[src/rtl/axis_mux_pkg.sv]
// rtl/axis_mux_pkg.sv - arbiter states and round-robin helper shared by axis_mux
package axis_mux_pkg;

   typedef enum logic {
      ST_IDLE   = 1'b0,
      ST_ACTIVE = 1'b1
   } state_t;

   function automatic int rr_next(input int idx, input int num);
      return (idx + 1 >= num) ? 0 : idx + 1;
   endfunction

endpackage

[src/rtl/axis_mux_fifo.sv]
// rtl/axis_mux_fifo.sv - synchronous first-word-fall-through FIFO, one per mux source
module axis_mux_fifo #(
   parameter int WIDTH = 34,
   parameter int DEPTH = 8
) (
   input  logic             clk,
   input  logic             rst,
   input  logic             wr_en,
   input  logic [WIDTH-1:0] wr_data,
   input  logic             rd_en,
   output logic [WIDTH-1:0] rd_data,
   output logic             full,
   output logic             empty
);

   localparam int AW = $clog2(DEPTH);
   localparam int CW = AW + 1;

   logic [WIDTH-1:0] mem [DEPTH];
   logic [AW-1:0]    wr_ptr;
   logic [AW-1:0]    rd_ptr;
   logic [CW-1:0]    count;
   logic             wr_do;
   logic             rd_do;

   assign full    = (count == CW'(DEPTH));
   assign empty   = (count == '0);
   assign wr_do   = wr_en && !full;
   assign rd_do   = rd_en && !empty;
   assign rd_data = mem[rd_ptr];

   always_ff @(posedge clk) begin
      if (rst) begin
         wr_ptr <= '0;
         rd_ptr <= '0;
         count  <= '0;
      end else begin
         if (wr_do) wr_ptr <= wr_ptr + 1'b1;
         if (rd_do) rd_ptr <= rd_ptr + 1'b1;
         // simultaneous write and read leaves the count unchanged
         case ({wr_do, rd_do})
            2'b10:   count <= count + 1'b1;
            2'b01:   count <= count - 1'b1;
            default: count <= count;
         endcase
      end
   end

   always_ff @(posedge clk) begin
      if (wr_do) mem[wr_ptr] <= wr_data;
   end

endmodule

[src/rtl/axis_mux.sv]
// rtl/axis_mux.sv - N-to-1 AXI4-Stream packet mux with per-source FIFOs and round-robin packet arbitration
module axis_mux
   import axis_mux_pkg::*;
#(
   parameter int FIFO_DEPTH  = 8,
   parameter int DATA_WIDTH  = 32,
   parameter int USER_WIDTH  = 1,
   parameter int NUM_SOURCES = 4
) (
   input  logic                              clk,
   input  logic                              rst,
   input  logic [NUM_SOURCES-1:0]            s_tvalid,
   output logic [NUM_SOURCES-1:0]            s_tready,
   input  logic [NUM_SOURCES-1:0]            s_tlast,
   input  logic [DATA_WIDTH*NUM_SOURCES-1:0] s_tdata,
   input  logic [USER_WIDTH*NUM_SOURCES-1:0] s_tuser,
   output logic                              m_tvalid,
   input  logic                              m_tready,
   output logic                              m_tlast,
   output logic [DATA_WIDTH-1:0]             m_tdata,
   output logic [USER_WIDTH-1:0]             m_tuser
);

   localparam int GW = $clog2(NUM_SOURCES);
   localparam int FW = USER_WIDTH + 1 + DATA_WIDTH;

   logic [FW-1:0]          head [NUM_SOURCES];
   logic [FW-1:0]          head_g;
   logic [NUM_SOURCES-1:0] full;
   logic [NUM_SOURCES-1:0] empty;
   logic [NUM_SOURCES-1:0] wr_en;
   logic [NUM_SOURCES-1:0] rd_en;

   state_t         state, state_nx;
   logic [GW-1:0]  grant, grant_nx;
   logic [GW-1:0]  last_grant, last_grant_nx;
   logic [GW-1:0]  idx;
   logic           found;

   assign s_tready = ~full & {NUM_SOURCES{!rst}};

   for (genvar gi = 0; gi < NUM_SOURCES; gi++) begin : g_src
      assign wr_en[gi] = s_tvalid[gi] && s_tready[gi];
      assign rd_en[gi] = (state == ST_ACTIVE) && (grant == GW'(gi)) && m_tready && !empty[gi];

      axis_mux_fifo #(
         .WIDTH (FW),
         .DEPTH (FIFO_DEPTH)
      ) u_fifo (
         .clk     (clk),
         .rst     (rst),
         .wr_en   (wr_en[gi]),
         .wr_data ({s_tuser[gi*USER_WIDTH +: USER_WIDTH], s_tlast[gi],
                    s_tdata[gi*DATA_WIDTH +: DATA_WIDTH]}),
         .rd_en   (rd_en[gi]),
         .rd_data (head[gi]),
         .full    (full[gi]),
         .empty   (empty[gi])
      );
   end

   // datapath always follows the granted FIFO head so the outputs never carry X from control
   assign head_g   = head[grant];
   assign m_tdata  = head_g[DATA_WIDTH-1:0];
   assign m_tlast  = head_g[DATA_WIDTH];
   assign m_tuser  = head_g[FW-1 -: USER_WIDTH];
   assign m_tvalid = (state == ST_ACTIVE) && !empty[grant];

   always_comb begin
      state_nx      = state;
      grant_nx      = grant;
      last_grant_nx = last_grant;
      idx           = last_grant;
      found         = 1'b0;
      case (state)
         ST_IDLE: begin
            for (int k = 0; k < NUM_SOURCES; k++) begin
               idx = GW'(rr_next(int'(idx), NUM_SOURCES));
               if (!found && !empty[idx]) begin
                  found    = 1'b1;
                  grant_nx = idx;
                  state_nx = ST_ACTIVE;
               end
            end
         end
         ST_ACTIVE: begin
            if (m_tvalid && m_tready && m_tlast) begin
               last_grant_nx = grant;
               state_nx      = ST_IDLE;
            end
         end
         default: state_nx = ST_IDLE;
      endcase
   end

   always_ff @(posedge clk) begin
      if (rst) begin
         state      <= ST_IDLE;
         grant      <= '0;
         last_grant <= GW'(NUM_SOURCES - 1);
      end else begin
         state      <= state_nx;
         grant      <= grant_nx;
         last_grant <= last_grant_nx;
      end
   end

endmodule

[config.mk]
export PLATFORM = sky130hd
export DESIGN_NAME = axis_mux
export DESIGN_NICKNAME = d
export VERILOG_FILES = /design/src/rtl/axis_mux_pkg.sv /design/src/rtl/axis_mux_fifo.sv /design/src/rtl/axis_mux.sv
export SDC_FILE = /design/constraint.sdc
export NUM_CORES = 1
export LEC_CHECK = 0
export CAP_MARGIN = 20
export CORE_MARGIN = 8
export CORE_UTILIZATION = 60
export CTS_CLUSTER_SIZE = 8
export DETAILED_ROUTE_END_ITERATION = 16
export HOLD_SLACK_MARGIN = 0.1
export PLACE_DENSITY = 0.79
export SLEW_MARGIN = 20
export SYNTH_ARGS = -nofsm -noshare
export SYNTH_HDL_FRONTEND = slang
export SYNTH_SLANG_ARGS = --single-unit
[constraint.sdc]
create_clock -name clk -period 7.2 [get_ports clk]
set_clock_uncertainty 0.15 [all_clocks]
set_input_delay 2.16 -clock clk [delete_from_list [all_inputs] [get_ports clk]]
set_output_delay 2.16 -clock clk [all_outputs]
set_load 0.01 [all_outputs]
# --- Word level (Yosys, flattened, before mapping) ---
# Memories as Yosys holds them, arrays and structs flattened. A register that Yosys moved wholly into a read port is not among the register bits.
# Cells that the tools add are included.
word_totals:
  ff_bits: 45
  ramBits: 1088
  in_bits: 143
  out_inout_bits: 39
  wordCells: 178
  n_memories: 4
op_classes:
  addsub: 20
  order_cmp: 10
  n_eq_ne: 16
  muxes: 52
  n_bitwise: 4
  n_reduce_logical: 57
memory_table:
  columns: ["memory", "words", "word_bits", "read_ports", "rd_ports_with_merged_regs", "wr", "line", "rtl"]
  rows:
  - ["g_src[0].u_fifo.mem", 8, 34, 1, 1, 1, "axis_mux_fifo.sv:19", "logic [WIDTH-1:0] mem [DEPTH];"]
  - ["g_src[1].u_fifo.mem", 8, 34, 1, 1, 1, "axis_mux_fifo.sv:19", null]
  - ["g_src[2].u_fifo.mem", 8, 34, 1, 1, 1, "axis_mux_fifo.sv:19", null]
  - ["g_src[3].u_fifo.mem", 8, 34, 1, 1, 1, "axis_mux_fifo.sv:19", null]
op_table:
  columns: ["operator", "n"]
  rows:
  - ["$bmux W34 S2", 1]
  - ["$mux W34", 2]
  - ["$pmux W4 S2", 4]
  - ["$logic_and A1 B1 Y1", 30]
  - ["$add A3 B1 Y3 const B", 8]
  - ["$mux W3", 8]
  - ["$mux W1", 23]
  - ["$add A4 B1 Y4 const B", 4]
  - ["$eq A4 B4 Y1 const B", 4]
  - ["$logic_not A1 Y1", 16]
  - ["$logic_not A4 Y1", 4]
  - ["$mux W2", 8]
  - ["$sub A4 B1 Y4 const B", 4]
  - ["$ge A3 B3 Y1 const B", 5]
  - ["$lt A2 B3 Y1 const B", 5]
  - ["$add A2 B1 Y3 const B", 4]
  - ["$eq A2 B2 Y1 const B", 6]
  - ["$bmux W1 S2", 5]
  - ["$eq A2 B1 Y1 const B", 5]
  - ["$reduce_bool A2 Y1", 4]
  - ["$and A4 B4 Y4", 1]
  - ["$ne A4 B1 Y1 const B", 1]
  - ["$not A4 Y4", 1]
  - ["$reduce_and A2 Y1", 2]
  - ["other kinds (4)", 4]

# --- Depth between registers and ports, before layout ---
logic_depth:
  word_depth: 20
  mapped_depth: 11
  depth_no_buf: 10

# --- Hierarchy ---
# A second synthesis with hierarchy kept.
unflattened:
  hier_cells: 2003
  area_unflattened_um2: 45438.6
by_module_without_submodules:
  columns: ["module", "n_inst", "cells_per_inst", "area_each_um2"]
  rows:
  - ["axis_mux_fifo", 4, 468, 10996.8]
  - ["axis_mux", 1, 131, 1451.4]

# --- Worst setup path after synthesis ---
# No wires, ideal clock.
synth_timing:
  path_type: "input port to flip-flop"
  from: "in rst"
  to: "mem g_src[1].u_fifo.mem[0][0] (enable)"
  setup_time_ps: 468
  arrival_ps: 5520
  required_time_ps: 6582
  setup_slack_ps: 1062
  path_stages: 5
  path_buffers: 1
  path_cell_list: "clkbuf_1 a21oi_1 nand2_1 or2_1 nor3_1"
synth_between:
  elab_chain_cells: 6
synth_rtl:
  columns: ["item", "line", "rtl"]
  rows:
  - ["start: declaration", "axis_mux.sv:11", "input logic rst,"]
  - ["$logic_not A1 Y1", "axis_mux.sv:40", "assign s_tready = ~full & {NUM_SOURCES{!rst}};"]
  - ["$and A4 B4 Y4", "axis_mux.sv:40", null]
  - ["named net s_tready[1]", "axis_mux.sv:13", "output logic [NUM_SOURCES-1:0] s_tready,"]
  - ["$logic_and A1 B1 Y1", "axis_mux.sv:43", "assign wr_en[gi] = s_tvalid[gi] && s_tready[gi];"]
  - ["$logic_and A1 B1 Y1", "axis_mux_fifo.sv:28", "assign wr_do = wr_en && !full;"]
  - ["$mux W1", "axis_mux_fifo.sv:50", "if (wr_do) mem[wr_ptr] <= wr_data;"]
  - ["$mux W1 (not written as such)", "axis_mux_fifo.sv:50", null]
  - ["end: declaration", "axis_mux_fifo.sv:19", null]
# The timed path passes the listed nets, and every way through them passes these cells.

==> flow_metrics.tcl <==
set metrics [dict create \
    status "finished, final reports clean" \
    worst_slack_ps 827 \
    vias 21700 \
    startpoint_type "register" \
    layout_common_cells "edfxtp_1, mux4_2, clkdlybuf4s50_1, clkbuf_16, mux2i_1" \
    finalMaxSlewViolations 0 \
    tightest_slew_ps 1080 \
    syn_avg_cell_area_um2 22.0 \
    synthesis.area_um2 44900 \
    ant_nets 0 \
    rows 100 \
    slew_headroom 0.273 \
    final_common_cell "edfxtp_1" \
    first_iter_violations 2326 \
    ir_drop_mv 0.284 \
    synth_cells 2043 \
    synth_edf_count 1088 \
    period_minus_slack_ps 6370 \
    vias_per_cell 6.42 \
    required_ps 4890 \
    yosys_warnings 0 \
    track_usage 0.251 \
    numCtsBuffers 161 \
    cts-htree-levels 4 \
    crit_path_max_fanout 37 \
    first_global_vias 22700 \
    dp_slack_ps 1220 \
    power.leakage_nw 16.2 \
    rsz0062_at_grt "no" \
    grt_start_max_net_pins 68 \
    post_cts_resized 0 \
    cts_setup_buffers 0 \
    dr.pass1.iters 5 \
    die_x_um 289 \
    ys_ff_latch 1145 \
    synth_top_cell_by_area "edfxtp_1" \
    totalWireLength_um 104000 \
    cts_tree "yes" \
    post-route-period-util 0.885 \
    ios 182 \
    hpwl_um 61200 \
    fmax_mhz 157 \
    grt_overflow 0 \
    async_flop_share 0 \
    drt_drc_violations_left 0 \
    critPathArrivalTime_ps 4060 \
    antenna_found_initial 19 \
    drive_gt1_frac 0.267 \
    ctsHoldBuffers 0 \
    synth.distinct_cells 55 \
    clock_latency_ps 720 \
    dieHeight_um 289 \
    min_path_type "reg -> reg" \
    root_buffer "clkbuf_16" \
    port_buffers 181 \
    power_density_nw_per_um2 291 \
    post_drt_wl_per_cell_um 30.7 \
    globalplace.congestion 0.804 \
    clock-sinks 1145 \
    setup_viol_count_final 0 \
    syn-num-nets 2207 \
    yosys.area.top_type_share 0.728 \
    area_delta_synth_final_pct 17.2 \
    cts_buffer_depth 3 \
    synth_ff_type "edfxtp_1" \
    drv_cap 0 \
    coreArea_um2 74200 \
    nFillCells 4171 \
    die_area_um2 83800 \
    tns_ps 0 \
    criticalPathCategory "reg -> out" \
    seq_area_frac_synth 0.754 \
    nNetsFinal 2497 \
    synth_area_leaders "edfxtp_1, mux4_2, mux2i_1" \
    start_util 0.605 \
    endpoint_kind "primary output" \
    clkTransAtPathRegs_ps 50 \
    grt_pass1_wl_um 150000 \
    hold_viol 0 \
]
## through the flow
stage                     hold slack (ps)  cell area, um^2   util  std cells  total power, mW
after floorplan                       312            44900      -       2043             8.07
after global placement                322            48000  0.647       3139             8.58
after detailed placement              329            48000  0.647       3139             8.62
after CTS                             344            52500  0.708       3360             15.4
after global routing                  372            52500  0.708       3367             15.7
final                                 343            52600  0.708       3376             15.3
## power breakdown
part / leakage [nW] / internal [mW] / switching [mW] / total, mW
sequential: 10.3 / 7.40 / 0.0515 / 7.45
clock: 2.18 / 4.07 / 2.72 / 6.78
combinational: 3.67 / 0.446 / 0.633 / 1.08
## sequential cells by signal, indices dropped and copies added, names as in the netlist, named ones only
signal               flops
state                    1
g_src.u_fifo.rd_ptr     12
g_src.u_fifo.count      16
last_grant               2
g_src.u_fifo.wr_ptr     12
g_src.u_fifo.mem      1088
grant                    2
## worst paths after layout
path	startpoint	to	slack, ps	cells past startpoint
hold / removal	g_src[2].u_fifo.wr_ptr[0]	g_src[2].u_fifo.wr_ptr[0]	340	2
hold reg to reg	g_src[2].u_fifo.wr_ptr[0]	g_src[2].u_fifo.wr_ptr[0]	340	2
setup / recovery	register	m_tdata[14]	830	6
setup reg to reg	g_src[3].u_fifo.count[1]	g_src[3].u_fifo.count[2]	3800	9
## cell families (layout without fill, tap and decap cells)
kind of cell / after synthesis / after routing / synth area share
XOR/XNOR: 26 / 26 / 0.00508
AO/OA/AOI/OAI: 121 / 121 / 0.0268
flip-flops: 1145 / 1145 / 0.754
adder cells (fa/ha/maj): 21 / 21 / 0.00586
AND/OR/NAND/NOR: 194 / 194 / 0.0212
other: 0 / 16 / 0
buffers and inverters: 112 / 460 / 0.0135
multiplexers: 424 / 424 / 0.174
## final cells by class
type                       instances  area (um^2)  area share
tap                              969         1210      0.0231
timing repair buffer             237         2260      0.0431
clock inverter                    16          343     0.00652
clock buffer                     205         4190      0.0798
multi-input combinational        786        10700       0.203
inverter                           2         7.51    0.000143
sequential                      1145        33800       0.644
antenna                           16         40.0    0.000762
## cells in the mapped netlist (13+ instances only)
cell type and n:
buf_2 42, mux2i_1 121, mux4_2 257, buf_4 14, a21oi_1 24, clkbuf_1 36
edfxtp_1 1088, o21ai_0 14, xor2_1 20, dfxtp_1 57, nor2_1 61, nor3_1 13
o211ai_2 30, nand2_1 57, ha_1 21, mux2_4 30, o221ai_2 30
## worst max-delay path, cell delays in order (launching register included)
cell,delay (ps)
dfxtp_4,800
buf_4,370
mux4_1,610
mux2_4,320
o211ai_2,490
o221ai_2,200
clkdlybuf4s50_1,530
## routing by layer
layer	part of all wire	vias to the layer above	GRT usage
met1	0.36	11300	0.309
met4	0.030	14	0.0922
li1	-	9143	-
met5	0.00084	-	0
met3	0.11	182	0.0851
met2	0.51	1025	0.415
Power figures use the tool's default switching activity.
